## src/rtl/router_pkt_tx_if.sv

```systemverilog
// Handshake bundle between the packet source, its host and the router input.
// PARITY_INJ_EN adds the inj_parity_err request sideband.
interface router_pkt_tx_if;
    logic        req_valid;
    logic        req_ready;
    logic [1:0]  req_dest;
    logic [5:0]  req_len;
    logic        pl_valid;
    logic        pl_ready;
    logic [7:0]  pl_data;
    logic        busy;
    logic        pkt_valid;
    logic [7:0]  data_out;
    logic        tx_done;
    logic        req_err;
    logic [15:0] pkt_cnt;
`ifdef PARITY_INJ_EN
    logic        inj_parity_err;
`endif

    modport master (
`ifdef PARITY_INJ_EN
        input  inj_parity_err,
`endif
        input  req_valid, req_dest, req_len,
        input  pl_valid, pl_data, busy,
        output req_ready, pl_ready, pkt_valid,
        output data_out, tx_done, req_err, pkt_cnt
    );

    modport slave (
`ifdef PARITY_INJ_EN
        output inj_parity_err,
`endif
        output req_valid, req_dest, req_len,
        output pl_valid, pl_data, busy,
        input  req_ready, pl_ready, pkt_valid,
        input  data_out, tx_done, req_err, pkt_cnt
    );
endinterface

```

## src/rtl/router_pkt_tx.sv

```systemverilog
// Router packet source: buffers a payload, then sends header/payload/parity.
// Optional PARITY_INJ_EN: inj_parity_err inverts the transmitted parity byte.
module router_pkt_tx #(
    parameter int GAP_CYCLES = 2,
    parameter int MAX_LEN    = 63
) (
    input logic             clock,
    input logic             resetn,
    router_pkt_tx_if.master bus
);
    localparam int GW = (GAP_CYCLES > 1) ? $clog2(GAP_CYCLES) : 1;

    typedef enum logic [2:0] {
        IDLE, LOAD, HDR, PAY, PAR, GAP
    } state_e;

    state_e          state_q, state_d;
    logic [1:0]      dest_q, dest_d;
    logic [5:0]      len_q, len_d;
    logic [5:0]      idx_q, idx_d;
    logic [7:0]      par_q, par_d;
    logic [GW-1:0]   gap_q, gap_d;
    logic [7:0]      data_q, data_d;
    logic            pv_q, pv_d;
    logic            done_q, done_d;
    logic            err_q, err_d;
    logic [15:0]     cnt_q, cnt_d;
    logic            wr_en;
    logic [7:0]      par_out;
    logic [7:0]      buf_q [MAX_LEN];

`ifdef PARITY_INJ_EN
    logic inj_q, inj_d;
    assign par_out = par_q ^ {8{inj_q}};
`else
    assign par_out = par_q;
`endif

    assign bus.req_ready = (state_q == IDLE);
    assign bus.pl_ready  = (state_q == LOAD);
    assign bus.pkt_valid = pv_q;
    assign bus.data_out  = data_q;
    assign bus.tx_done   = done_q;
    assign bus.req_err   = err_q;
    assign bus.pkt_cnt   = cnt_q;

    always_comb begin
        state_d = state_q;
        dest_d  = dest_q;
        len_d   = len_q;
        idx_d   = idx_q;
        par_d   = par_q;
        gap_d   = gap_q;
        data_d  = data_q;
        pv_d    = pv_q;
        done_d  = 1'b0;
        err_d   = 1'b0;
        cnt_d   = cnt_q;
        wr_en   = 1'b0;
`ifdef PARITY_INJ_EN
        inj_d   = inj_q;
`endif
        unique case (state_q)
            IDLE: if (bus.req_valid) begin
                if (bus.req_dest == 2'd3 || bus.req_len == 6'd0 ||
                    int'(bus.req_len) > MAX_LEN) begin
                    err_d = 1'b1;
                end else begin
                    dest_d  = bus.req_dest;
                    len_d   = bus.req_len;
                    par_d   = {bus.req_len, bus.req_dest};
                    idx_d   = 6'd0;
                    state_d = LOAD;
`ifdef PARITY_INJ_EN
                    inj_d   = bus.inj_parity_err;
`endif
                end
            end
            LOAD: if (bus.pl_valid) begin
                wr_en = 1'b1;
                par_d = par_q ^ bus.pl_data;
                // Header goes out on the same edge as the last payload write
                if (idx_q == len_q - 6'd1) begin
                    state_d = HDR;
                    data_d  = {len_q, dest_q};
                    pv_d    = 1'b1;
                end else begin
                    idx_d = idx_q + 6'd1;
                end
            end
            HDR: if (!bus.busy) begin
                state_d = PAY;
                data_d  = buf_q[0];
                idx_d   = 6'd0;
            end
            PAY: if (!bus.busy) begin
                if (idx_q == len_q - 6'd1) begin
                    state_d = PAR;
                    data_d  = par_out;
                    pv_d    = 1'b0;
                end else begin
                    idx_d  = idx_q + 6'd1;
                    data_d = buf_q[idx_q + 6'd1];
                end
            end
            PAR: if (!bus.busy) begin
                done_d  = 1'b1;
                cnt_d   = cnt_q + 16'd1;
                data_d  = 8'h00;
                gap_d   = '0;
                state_d = (GAP_CYCLES == 0) ? IDLE : GAP;
            end
            GAP: begin
                if (gap_q == GW'(GAP_CYCLES - 1)) state_d = IDLE;
                else gap_d = gap_q + GW'(1);
            end
            default: state_d = IDLE;
        endcase
    end

    always_ff @(posedge clock or negedge resetn) begin
        if (!resetn) begin
            state_q <= IDLE;
            dest_q  <= 2'd0;
            len_q   <= 6'd0;
            idx_q   <= 6'd0;
            par_q   <= 8'h00;
            gap_q   <= '0;
            data_q  <= 8'h00;
            pv_q    <= 1'b0;
            done_q  <= 1'b0;
            err_q   <= 1'b0;
            cnt_q   <= 16'd0;
`ifdef PARITY_INJ_EN
            inj_q   <= 1'b0;
`endif
        end else begin
            state_q <= state_d;
            dest_q  <= dest_d;
            len_q   <= len_d;
            idx_q   <= idx_d;
            par_q   <= par_d;
            gap_q   <= gap_d;
            data_q  <= data_d;
            pv_q    <= pv_d;
            done_q  <= done_d;
            err_q   <= err_d;
            cnt_q   <= cnt_d;
`ifdef PARITY_INJ_EN
            inj_q   <= inj_d;
`endif
        end
    end

    always_ff @(posedge clock) begin
        if (wr_en) buf_q[idx_q] <= bus.pl_data;
    end
endmodule
```

## src/flat_wrapper.sv

```systemverilog
// flat-port wrapper written by rule: the top's interface ports become plain ports
module router_pkt_tx_flat 
#(
    parameter int GAP_CYCLES = 2,
    parameter int MAX_LEN    = 63
)
  (clock, resetn, bus_req_valid, bus_req_dest, bus_req_len, bus_pl_valid, bus_pl_data, bus_busy, bus_req_ready, bus_pl_ready, bus_pkt_valid, bus_data_out, bus_tx_done, bus_req_err, bus_pkt_cnt);
  router_pkt_tx_if bus_i ();
  input logic clock;
  input logic resetn;
  input wire logic [$bits(bus_i.req_valid)-1:0] bus_req_valid;
  input wire logic [$bits(bus_i.req_dest)-1:0] bus_req_dest;
  input wire logic [$bits(bus_i.req_len)-1:0] bus_req_len;
  input wire logic [$bits(bus_i.pl_valid)-1:0] bus_pl_valid;
  input wire logic [$bits(bus_i.pl_data)-1:0] bus_pl_data;
  input wire logic [$bits(bus_i.busy)-1:0] bus_busy;
  output wire logic [$bits(bus_i.req_ready)-1:0] bus_req_ready;
  output wire logic [$bits(bus_i.pl_ready)-1:0] bus_pl_ready;
  output wire logic [$bits(bus_i.pkt_valid)-1:0] bus_pkt_valid;
  output wire logic [$bits(bus_i.data_out)-1:0] bus_data_out;
  output wire logic [$bits(bus_i.tx_done)-1:0] bus_tx_done;
  output wire logic [$bits(bus_i.req_err)-1:0] bus_req_err;
  output wire logic [$bits(bus_i.pkt_cnt)-1:0] bus_pkt_cnt;
  assign bus_i.req_valid = bus_req_valid;
  assign bus_i.req_dest = bus_req_dest;
  assign bus_i.req_len = bus_req_len;
  assign bus_i.pl_valid = bus_pl_valid;
  assign bus_i.pl_data = bus_pl_data;
  assign bus_i.busy = bus_busy;
  assign bus_req_ready = bus_i.req_ready;
  assign bus_pl_ready = bus_i.pl_ready;
  assign bus_pkt_valid = bus_i.pkt_valid;
  assign bus_data_out = bus_i.data_out;
  assign bus_tx_done = bus_i.tx_done;
  assign bus_req_err = bus_i.req_err;
  assign bus_pkt_cnt = bus_i.pkt_cnt;
  router_pkt_tx #(.GAP_CYCLES(GAP_CYCLES), .MAX_LEN(MAX_LEN)) u_core (.clock(clock), .resetn(resetn), .bus(bus_i));
endmodule
```

## config.mk

```make
export PLATFORM = sky130hd
export DESIGN_NAME = router_pkt_tx_flat
export DESIGN_NICKNAME = d
export VERILOG_FILES = /design/src/rtl/router_pkt_tx_if.sv /design/src/rtl/router_pkt_tx.sv /design/src/flat_wrapper.sv
export SDC_FILE = /design/constraint.sdc
export NUM_CORES = 1
export LEC_CHECK = 0
export ABC_AREA = 1
export CAP_MARGIN = 15
export CORE_UTILIZATION = 60
export CTS_BUF_LIST = sky130_fd_sc_hd__clkbuf_4
export DETAILED_ROUTE_END_ITERATION = 7
export PLACE_DENSITY = 0.76
export SYNTH_ARGS = -nofsm -noshare
export SYNTH_HDL_FRONTEND = slang
export SYNTH_SLANG_ARGS = --single-unit
```

## constraint.sdc

```tcl
create_clock -name clock -period 2.5 [get_ports clock]
set_input_delay 0.5 -clock clock [delete_from_list [all_inputs] [get_ports clock]]
set_output_delay 0.5 -clock clock [all_outputs]
set_load 0.05 [all_outputs]
```

==> Word-level counts from Yosys, hierarchy flattened <==
Memory sizes are Yosys's and may differ from the RTL's.
Index checks and enable logic that the tools add are counted.
{ "op_classes": {"addsub": 4, "eq_ne": 16, "mux": 45, "n_bitwise": 3, "n_reduce_logical": 16} }
{ "op_table": {"columns": ["op", "count"], "rows": [
  ["$mux 8", 9],
  ["$mux 6", 6],
  ["$pmux 8 s4", 1],
  ["$mux 3", 9],
  ["$pmux 6 s4", 1],
  ["$pmux 3 s6", 1],
  ["$add 16x1->16 const B", 1],
  ["$pmux 8 s2", 1],
  ["$mux 1", 15],
  ["$ne 2x2->1 const B", 6],
  ["$reduce_and 6->1", 2],
  ["$reduce_and 9->1", 1],
  ["$reduce_bool 4->1", 2],
  ["$xor 8x8->8", 1],
  ["$add 6x1->6 const B", 1],
  ["$eq 3x2->1 const B", 2],
  ["$eq 3x3->1 const B", 2],
  ["$eq 6x6->1", 1],
  ["$logic_not 6->1", 1],
  ["$ne 2x1->1 const B", 3],
  ["$reduce_bool 2->1", 3],
  ["$sub 6x1->6 const B", 1],
  ["$reduce_and 5->1", 1],
  ["$pmux 1 s2", 2],
  ["9 further kinds", 11]
]} }
{ "totals": {"regBits": 53, "ram_bits": 504, "in_bits": 21, "memories": 1} }
{ "mem_list": {"columns": ["memory", "words", "word_bits", "read_ports", "rd_clocked_by_memory_dff", "wr", "line", "rtl"], "rows": [
  ["u_core.buf_q", 63, 8, 2, 0, 1, "router_pkt_tx.sv:30", "logic [7:0] buf_q [MAX_LEN];"]
]} }

==> Depth between registers and ports, before layout <==
{ "depth": {"ltp_word": 5, "ltp_mapped": 15, "depth_no_buf": 14} }

==> Worst setup path before layout <==
Ideal clock, no wire load.
{ "synth_path": {"kind": "flip-flop to flip-flop", "startpoint": "register u_core.state_q[2]", "endpoint": "memory u_core.buf_q[0][0], enable pin", "t_arrival_ns": 2.232, "required_time_ns": 2.130, "setup_slack_ns": -0.103, "stages_incl_launch_ff": 8, "path_buffers": 2, "period_less_slack_ns": 2.603, "path_cell_list": "dfrtp_1 > buf_2 > nor3_4 > inv_2 > nor2_1 > buf_2 > nand3_1 > nor2_1"} }
{ "synth_via": {"elab_chain_len": 4} }
{ "synth_lines": {"columns": ["item", "line", "rtl"], "rows": [
  ["start, declared", "router_pkt_tx.sv:17", "state_e state_q, state_d;"],
  ["start signal, assigned", "router_pkt_tx.sv:138", "state_q <= state_d;"],
  ["$eq 3x1->1", null, null],
  ["net bus_pl_ready", "flat_wrapper.sv:18", "output wire logic [$bits(bus_i.pl_ready)-1:0] bus_pl_ready;"],
  ["$mux 1", "router_pkt_tx.sv:63", "unique case (state_q)"],
  ["$mux 1", "router_pkt_tx.sv:156", "if (wr_en) buf_q[idx_q] <= bus.pl_data;"],
  ["$mux 1 (not written as such)", "router_pkt_tx.sv:156", null],
  ["end, declared", "router_pkt_tx.sv:30", null]
]} }
The timed path passes the listed nets, and every way through them passes these cells.

==> Final worst setup path <==
{ "layout_path": {"startpoint": "register u_core.idx_q[0]", "endpoint": "register u_core.data_q[0], in the netlist u_core.bus.data_out[0]"} }
{ "layout_via": {"elab_chain_len": 5, "word_cells_on_any_way": 8, "classes_between": "1 x add/sub; 2 x eq/ne; 3 x mux; 1 x reduce/logical; 1 x memory"} }
{ "layout_lines": {"columns": ["item", "line", "rtl"], "rows": [
  ["start, declared", "router_pkt_tx.sv:20", "logic [5:0] idx_q, idx_d;"],
  ["start signal, assigned", "router_pkt_tx.sv:141", "idx_q <= idx_d;"],
  ["$add 6x1->6", "router_pkt_tx.sv:103", "data_d = buf_q[idx_q + 6'd1];"],
  ["$mem_v2 63x8", null, null],
  ["$mux 8", "router_pkt_tx.sv:97", "if (idx_q == len_q - 6'd1) begin"],
  ["$mux 8", "router_pkt_tx.sv:96", "PAY: if (!bus.busy) begin"],
  ["$pmux 8 s4", "router_pkt_tx.sv:63", null],
  ["end signal, assigned", "router_pkt_tx.sv:144", "data_q <= data_d;"],
  ["end, declared", "router_pkt_tx.sv:23", "logic [7:0] data_q, data_d;"]
]} }
Parallel ways exist; a longest one is shown, timed or not. The select of a mux whose other input is x is not followed.
A chain may end at the register's enable or synchronous reset.

==> run summary <==
Status: completed
Post-Layout Inst Area: 27200 sq um
Slew at the pin with the worst max-slew slack: 0.731 ns
CTS tree: yes
Die ar.: 40100 sq um
Syn avg cell area: 11.1 sq um
Reg clk slew, reported paths: 0.07 ns
Critical Path Start Type: flop
Clock Tree Root: clkbuf_4
CP max FO: 24
Delay-heaviest family, CP: simple AND/OR/NAND/NOR gates
DP HPWL: 36400 um
Post-Synth Adder-Cell Area: 0.159%
Synth Register Bits: 557
Routability cong.: 0.919
Layout cells sized above 1: 16.8%
Congestion Overflow GR: 0
Dominant cell type by area after synthesis: edfxtp_1
Initial antenna violation count: 2
Routed len/inst: 20.1 um
Via count: 17116
Slew margin rel.: 51.3%
Drt total wl: 58900 um
CP arrival: 3.15 ns
Crit path buffers/inverters: 2
Final Setup Violations: 0
Worst hold path type: primary input to flop
Clock Latency Late Sink: 0.87 ns
Initial Util: 61.0%
Largest net degree at the start of global routing: 85
Post-Synth XOR/XNOR Area: 1.15%
Fill count: 2662
Number of distinct library cells after synthesis: 36
Final min period: 2.39 ns
Die H: 200 um
Crit-path most repeated cell: nand3_1
Most frequent cells in the layout: nand2_1, nand3_1, edfxtp_1
Period utilization: 95.7%
Syn Nets: 2140
Yosys warns: 0
GRT Total Usage: 29.6%
Compound-Gate Fraction of Synth Area: 1.48%
Vias per inst: 5.85
Pwr Total: 0.0286 W
Top-area cell type share of the netlist area: 64.2%
PortBufs: 49
Largest cells by area after synthesis: edfxtp_1, nand3_1, nand2_1
Initial detailed-routing violation count: 1887
Mux cell area share after synthesis: 0%
Register area share after synthesis: 69.9%
First-pass GRT wire length: 90700 um
Final Max Tran Viols: 0
Leak: 10.4 nW
TNS Setup: 0 ns
Cell Chain, Critical Path: ha_4 > inv_6 > buf_4 > nand3_1 > nand3_1 > nand3_1 > nand3_1 > nand3_1 > nand2_1 > nand2_1 > nand2_1 > a21oi_1
Post-synthesis cell area: 23600 sq um
CP max-delay cell: dfrtp_4
Hold Fails Final Rpt: 0
Max-Cap Viols: 0
Pwr dens: 1050 nW/um^2
Simple logic cell fraction of the synthesized area: 23.6%
DRC: 0
Number of global-route vias before repair: 16784
CP Class: flop to flop
CTS Sinks: 557
Fin Clk Skew: 0.0507 ns
Floorplan row count: 72
Cts bufs inserted: 138
Die Width: 200 um
I/O pin cnt: 50
DP Area: 25300 sq um
Final Util: 70.3%
Largest family of logic cells by synthesized area: simple AND/OR/NAND/NOR gates
Fin Hold WS: 0.0830 ns
H-tree depth: 4
CTS Buffer Depth: 3
Worst VDD drop: 0.566 mV
Placeable core region: 38600 sq um
Worst Path Required: 3.25 ns
Post-DRT Antenna Nets: 0
Fmax: 0.418 GHz
Synth-to-layout area growth: 15.3%
CP max stage delay: 0.57 ns
Commonest non-fill, non-tap cell in the layout: nand2_1
CP endpoint kind: flop
Post-synthesis cell count: 2116
Nets: 2342
First-pass detailed-route iteration total: 6
==> registers in the layout, summed over array words and instances (netlist names) <==
name / flops
u_core.buf_q: 504
u_core.bus.data_out: 8
u_core.bus.pkt_cnt: 16
u_core.bus.pkt_valid: 1
u_core.bus.req_err: 1
u_core.bus.tx_done: 1
u_core.dest_q: 2
u_core.gap_q: 1
u_core.idx_q: 6
u_core.len_q: 6
u_core.par_out: 8
u_core.state_q: 3
==> per-layer routing <==
layer  vias to the layer above  GRT usage (%)  wire (um)
met1                      8153           39.0      22600
met2                       989           47.0      28400
met3                       135           6.83       5860
met5                         -              0          0
li1                       7839              -          -
met4                         0           13.7       2020
==> area by class of cell <==
type / instances / area [sq um] / area share, %
flip-flops and latches: 557 / 16500 / 60.6
clock buffers: 193 / 1450 / 5.33
well taps: 518 / 648 / 2.39
inverters: 78 / 303 / 1.11
repair buffers: 181 / 1790 / 6.59
clock inverters: 33 / 243 / 0.893
diodes: 3 / 7.51 / 0.0276
multi-input cells: 1362 / 6270 / 23.1
==> cell usage after synthesis (all sizes together) <==
| master | number |
|---|---|
| a21oi | 27 |
| nor2 | 126 |
| nand3b | 1 |
| a31oi | 1 |
| buf | 102 |
| edfxtp | 504 |
| inv | 78 |
| nand4 | 8 |
| nand3 | 512 |
| o21ai | 37 |
| nor4 | 1 |
| or2 | 1 |
| xnor2 | 16 |
| ha | 3 |
| clkbuf | 17 |
| o22ai | 1 |
| dfrtp | 53 |
| xor2 | 12 |
| nand2 | 605 |
| nor3 | 11 |
==> per-stage QoR <==
step,setup WS (ns),cells
finish,0.108,2925
detailed placement,-0.0132,2683
floorplan,-0.0947,2116
global placement,0.0807,2683
global route,-0.0114,2925
CTS,0.000129,2914
==> where the power goes <==
part,switching [W],internal (W)
combinational,0.00698,0.00338
clock,0.00350,0.00395
sequential,0.000328,0.0105
total,0.0108,0.0178
==> timing repair <==
| action | 4_1_cts | 5_1_grt |
|---|---|---|
| hold endpoints to repair | 39 | 0 |
| gates resized for setup | 30 | 14 |
| cloned | 0 | 3 |
| hold buffers | 4 | 0 |
| endpoints found under the setup margin | 28 | 113 |
| pin swaps | 1 | 3 |
| setup buffers | 1 | 5 |
==> worst paths after layout <==
kind                                              from                     end  slack, ns  cells after the start
worst max register to register         u_core.idx_q[0]  u_core.bus.data_out[0]       0.11                     12
worst min register to register  u_core.bus.pkt_cnt[15]  u_core.bus.pkt_cnt[15]       0.47                      1
worst min-delay path                    bus_pl_data[4]     u_core.buf_q[48][4]       0.08                      1
min in group asynchronous                       resetn  u_core.bus.data_out[7]       0.19                      2
worst max-delay path                   u_core.idx_q[0]  u_core.bus.data_out[0]       0.11                     12
max in group asynchronous                       resetn       u_core.par_out[2]       1.50                      4
==> logic make-up after synthesis <==
group | Yosys count
AO/OA/AOI/OAI | 66
AND/OR/NAND/NOR | 1265
adder cells (fa/ha/maj) | 3
flip-flops | 557
XOR/XNOR | 28
buffers and inverters | 197
No activity file was read; power rests on OpenSTA's default activity.
